==> src/rtl/lut_seq_eval.sv <==
// Time-multiplexed evaluator for a mapped K-input LUT netlist: one LUT per clock,
// entries run in stored (topological) order against a shared net file.
module lut_seq_eval #(
  parameter int LUT_WIDTH = 4,
  parameter int NUM_IN    = 8,
  parameter int NUM_LUTS  = 16,
  localparam int NW       = $clog2(NUM_IN + NUM_LUTS)
) (
  input  logic                          CLK,
  input  logic                          SRST,
  input  logic                          cfg_we,
  input  logic [$clog2(NUM_LUTS)-1:0]   cfg_addr,
  input  logic [2**LUT_WIDTH-1:0]       cfg_init,
  input  logic [LUT_WIDTH*NW-1:0]       cfg_sel,
  input  logic                          start,
  input  logic [NUM_IN-1:0]             in_data,
  output logic                          busy,
  output logic                          done,
  output logic [NUM_LUTS-1:0]           out_data
);

  localparam int AW    = $clog2(NUM_LUTS);
  localparam int NNETS = NUM_IN + NUM_LUTS;
  localparam int INITW = 2**LUT_WIDTH;

  typedef enum logic {IDLE, EVAL} state_t;

  state_t                  r_state, w_state_nxt;
  logic [AW-1:0]           r_idx;
  logic [INITW-1:0]        r_init [NUM_LUTS];
  logic [LUT_WIDTH*NW-1:0] r_sel  [NUM_LUTS];
  logic [NNETS-1:0]        r_net, w_net_nxt;
  logic [NUM_LUTS-1:0]     r_out;
  logic                    r_done;
  logic [LUT_WIDTH-1:0]    w_addr;
  logic                    w_bit, w_last, w_cfg_wr, w_launch;

  always_ff @(posedge CLK) begin
    if (SRST) r_state <= IDLE;
    else      r_state <= w_state_nxt;
  end

  always_comb begin
    w_state_nxt = r_state;
    w_launch    = 1'b0;
    w_cfg_wr    = 1'b0;
    w_last      = (r_idx == AW'(NUM_LUTS - 1));
    w_addr      = '0;
    w_bit       = 1'b0;
    w_net_nxt   = r_net;
    case (r_state)
      IDLE: begin
        w_cfg_wr = cfg_we && (int'(cfg_addr) < NUM_LUTS);
        if (start) begin
          w_launch    = 1'b1;
          w_state_nxt = EVAL;
        end
      end
      EVAL: begin
        // Selects beyond the net file match no k and so read 0.
        for (int unsigned j = 0; j < LUT_WIDTH; j++)
          for (int unsigned k = 0; k < NNETS; k++)
            if (r_sel[r_idx][j*NW +: NW] == NW'(k)) w_addr[j] = r_net[k];
        w_bit = r_init[r_idx][w_addr];
        for (int unsigned i = 0; i < NUM_LUTS; i++)
          if (r_idx == AW'(i)) w_net_nxt[NUM_IN + i] = w_bit;
        if (w_last) w_state_nxt = IDLE;
      end
      default: w_state_nxt = IDLE;
    endcase
  end

  always_ff @(posedge CLK) begin
    if (SRST) begin
      r_idx  <= '0;
      r_done <= 1'b0;
      r_out  <= '0;
      r_net  <= '0;
      for (int unsigned i = 0; i < NUM_LUTS; i++) begin
        r_init[i] <= '0;
        r_sel[i]  <= '0;
      end
    end else begin
      r_done <= 1'b0;
      if (w_cfg_wr) begin
        r_init[cfg_addr] <= cfg_init;
        r_sel[cfg_addr]  <= cfg_sel;
      end
      if (w_launch) begin
        r_net <= {{NUM_LUTS{1'b0}}, in_data};
        r_idx <= '0;
      end else if (r_state == EVAL) begin
        r_net <= w_net_nxt;
        if (w_last) begin
          r_idx  <= '0;
          r_done <= 1'b1;
          r_out  <= w_net_nxt[NNETS-1:NUM_IN];
        end else begin
          r_idx <= r_idx + 1'b1;
        end
      end
    end
  end

  assign busy     = (r_state == EVAL);
  assign done     = r_done;
  assign out_data = r_out;

endmodule

==> config.mk <==
export PLATFORM = sky130hd
export DESIGN_NAME = lut_seq_eval
export DESIGN_NICKNAME = d
export VERILOG_FILES = /design/src/rtl/lut_seq_eval.sv
export SDC_FILE = /design/constraint.sdc
export NUM_CORES = 1
export LEC_CHECK = 0
export CAP_MARGIN = 20
export CORE_UTILIZATION = 53
export DETAILED_ROUTE_END_ITERATION = 10
export HOLD_SLACK_MARGIN = 0.12
export PLACE_DENSITY = 0.72
export SYNTH_ARGS = -nofsm -noshare
export SYNTH_HDL_FRONTEND = slang
export SYNTH_SLANG_ARGS = --single-unit
==> constraint.sdc <==
create_clock -name CLK -period 4.35 [get_ports CLK]
set_input_delay 0.87 -clock CLK [delete_from_list [all_inputs] [get_ports CLK]]
set_output_delay 0.87 -clock CLK [all_outputs]
set_load 0.1 [all_outputs]
==> flow_summary.toml <==
[floorplan]
num_rows = 86
fp.dieW_um = 239
initial_core_util = 0.538
core_area_mm2 = 0.0552
die_area_mm2 = 0.0570
ios = 70
die_h_um = 239

[drt]
drtIter0Drc = 1912
drc_errors = 0
wl_per_cell_um = 27.1
wl_met1_um = 31700
dr.max_layer_used = "met5"
drt-vias-per-instance = 6.11
first_pass_iters = 5
wl_met3_um = 6110
ant_nets = 0
wirelength_um = 79300
vias = 17800
wl_met2_um = 38900

[global_route]
grt_usage = 0.286
grt_pass1_vias = 17700
grt_overflow_total = 0
antenna_found_initial = 2
grt_pass1_wl_um = 117000
grt_max_degree = 62

[status]
outcome = "finished, final reports clean"

[power_and_ir_drop]
seqPwrFrac = 0.501
powerDensity_mw_per_mm2 = 404
swShare = 0.232
p_switching_w = 0.00318
p_int_w = 0.0105
leakage_nw = 11.8
p_comb_frac = 0.079
peakVddDrop_v = 0.000327
clkPwrFrac = 0.419

[yosys]
syn_area_per_cell_um2 = 14.6
syn_nets = 2091
ys_seq_elements = 626
syn_inst = 2035
synth_edf_count = 576
yosysWarnings = 0
ys_seq_area_frac = 0.616
syn-cell-area_mm2 = 0.0297
synthArstFlopShare = 0
synth-main-ff-cell = "edfxtp_1"
synth_cell_types = 77

[sta]
setup_viol = 0
slew_headroom = 0.299
finClkSkew_ns = 0.0198
hold_viol = 0
rsz0062_at_grt = "false"
worst_pin_slew_ns = 1.05
setup_tns_ns = 0
fmax_ghz = 0.241
setup_ws_ns = 0.205
fin_crit_ns = 4.14
hold_ws_ns = 0.453
slew_viol_final = 0
min_period_over_period = 0.953

[clock_network]
root_buffer = "clkbuf_16"
clkLatencyLatePin_ns = 0.64
numCtsBuffers = 69
cts.sinks = 626
clkTransAtPathRegs_ns = 0.06
hold_buffers = 0
cts_tree = "built"
clockBufferDepth = 3
cts.htree.levels = 3

[hold_path]
min-delay-start = "out_data[5]"
hold_depth = 2
holdPathEnd = "out_data[5]"
hold_path_class = "flip-flop to flip-flop"

[placement]
io_buffer_count = 69
dp_hpwl_um = 47400
pre_cts_slack_ns = 0.0549
placed_area_mm2 = 0.0316
gp_congestion = 0.911

[finish]
diodes = 0
design_area_mm2 = 0.0339
nNetsFinal = 2172
syn2layout_area_growth_pct = 14.2
layout-drive-gt1-share = 0.206

[worst_setup_path]
r2r-end = "r_net[16]"
r2r_cells = 15
r2r_slack_ns = 0.21
critPathMaxStageDelay_ns = 0.60
path_cells = "buf_12 -> buf_4 -> mux4_2 -> mux4_2 -> or2_1 -> o21ai_1 -> a21oi_1 -> a221oi_1 -> nor4b_1 -> o31ai_1 -> nand2_1 -> nor3_1 -> nor4_4 -> buf_12 -> o31ai_2"
endpoint_kind = "flip-flop"
cp-start-kind = "flip-flop"
arrival_ns = 4.68
worst-path-max-fanout = 28
path_class = "flip-flop to flip-flop"
slowest_stage = "mux4_2"
cp.required_ns = 4.88

[flow_run]
maxCapViolCount = 0
==> power groups by stage <==
| stage | registers [W] | logic, W | clock network (W) |
|---|---|---|---|
| 2_1_floorplan | 0.00697 | 0.000666 | 0 |
| 3_3_place_gp | 0.00699 | 0.00107 | 0 |
| 3_5_place_dp | 0.00701 | 0.00108 | 0 |
| 4_1_cts | 0.00688 | 0.00108 | 0.00582 |
| 5_1_grt | 0.00690 | 0.00115 | 0.00603 |
| 6_report | 0.00688 | 0.00109 | 0.00575 |
==> Yosys cell counts (4+ instances only) <==
cell	count	area [um2]
o21ai_0	22	110
inv_1	8	30.0
and2_1	583	3650
buf_1	4	15.0
nand4_1	7	43.8
buf_4	8	60.1
mux2i_1	53	531
dfxtp_1	50	1000
buf_6	16	180
o31ai_1	4	30.0
and3_1	8	50.1
mux2_2	9	101
nor3b_1	5	37.5
a31oi_1	6	37.5
nand2_1	93	349
o31ai_2	15	188
or2_1	4	25.0
a21oi_1	37	185
nor2_1	36	135
o211ai_1	5	37.5
nand3_1	50	250
clkbuf_1	110	413
nor3_1	14	70.1
edfxtp_1	576	17300
buf_2	16	80.1
a211oi_1	12	90.1
a22oi_1	4	30.0
nor2b_1	12	75.1
or2_2	16	100
nand2b_1	9	56.3
ha_1	4	50.1
o21ai_1	4	20.0
a21boi_0	5	37.5
mux4_2	164	3690
a22o_1	4	35.0
==> worst max-delay path by stage <==
stage | from | endpoint | slack, ns | cells after the start
after floorplan | flip-flop | r_net[15] | 0.61 | 15
after global placement | flip-flop | out_data[15] | 0.07 | 14
after detailed placement | flip-flop | r_net[17] | 0.05 | 15
after CTS | flip-flop | r_net[16] | 0.02 | 15
after global routing | flip-flop | r_net[18] | 0.005 | 14
final | flip-flop | r_net[16] | 0.21 | 15
==> sequential cells by signal (all words and copies together) (netlist names), named ones only <==
register and count:
busy 1, out_data 16, r_sel 320, r_net 24, r_idx 4, r_init 256, done 1
==> metrics by stage <==
step	cells	power [W]	util
2_1_floorplan	2035	0.00764	-
4_1_cts	2909	0.0138	0.613
3_3_place_gp	2783	0.00806	0.572
5_1_grt	2919	0.0141	0.615
3_5_place_dp	2783	0.00808	0.572
6_report	2919	0.0137	0.615
==> worst max-delay path, delay by kind of cell, from the launching register on <==
| family | cells | cell delay, ns |
|---|---|---|
| flops | 1 | 0.46 |
| mux | 2 | 0.91 |
| compound gates | 5 | 1.06 |
| simple gates | 5 | 0.95 |
| buf+inv | 3 | 0.63 |
==> cell usage in the layout, fill, tap and decap left out, drive strengths merged, types with 4 or more instances in the layout <==
cell type and count:
and2 583, edfxtp 576, mux4 164, buf 97
nand2 93, clkbuf 90, clkdlybuf4s50 69, mux2i 53
nand3 50, dfxtp 50, a21oi 39, nor2 37
o21ai 29, clkinv 24, or2 20, o31ai 19
inv 15, a211oi 14, nor3 14, nor2b 12
mux2 12, nand2b 9, and3 8, nand4 8
a31oi 7, a21boi 5, o211ai 5, nor3b 5
a22o 4, a22oi 4, ha 4, bufinv 4
==> routing by layer <==
metal / track usage / vias to the layer above
li1: - / 7734
met4: 0.0946 / 2
met2: 0.472 / 796
met5: 0 / -
met3: 0.0460 / 162
met1: 0.388 / 9127
==> timing repair <==
item	in CTS	in global routing
setup endpoints to repair	0	20
setup buffers	0	10
resized for setup	0	6
==> cell type report <==
type / count / area, um2
clock inverter: 36 / 354
sequential: 626 / 18300
tap: 748 / 936
clock buffer: 90 / 1870
fill: 4039 / 21300
multi-input combinational: 1243 / 10800
inverter: 10 / 37.5
timing repair buffer: 166 / 1670
==> kinds of logic after synthesis <==
family	share of synthesized area
buffers and inverters	0.0275
multiplexers	0.147
flip-flops	0.616
XOR/XNOR	0.000590
AND/OR/NAND/NOR	0.167
AO/OA/AOI/OAI	0.0408
adder cells (fa/ha/maj)	0.00168
(Power assumes the default switching activity.)
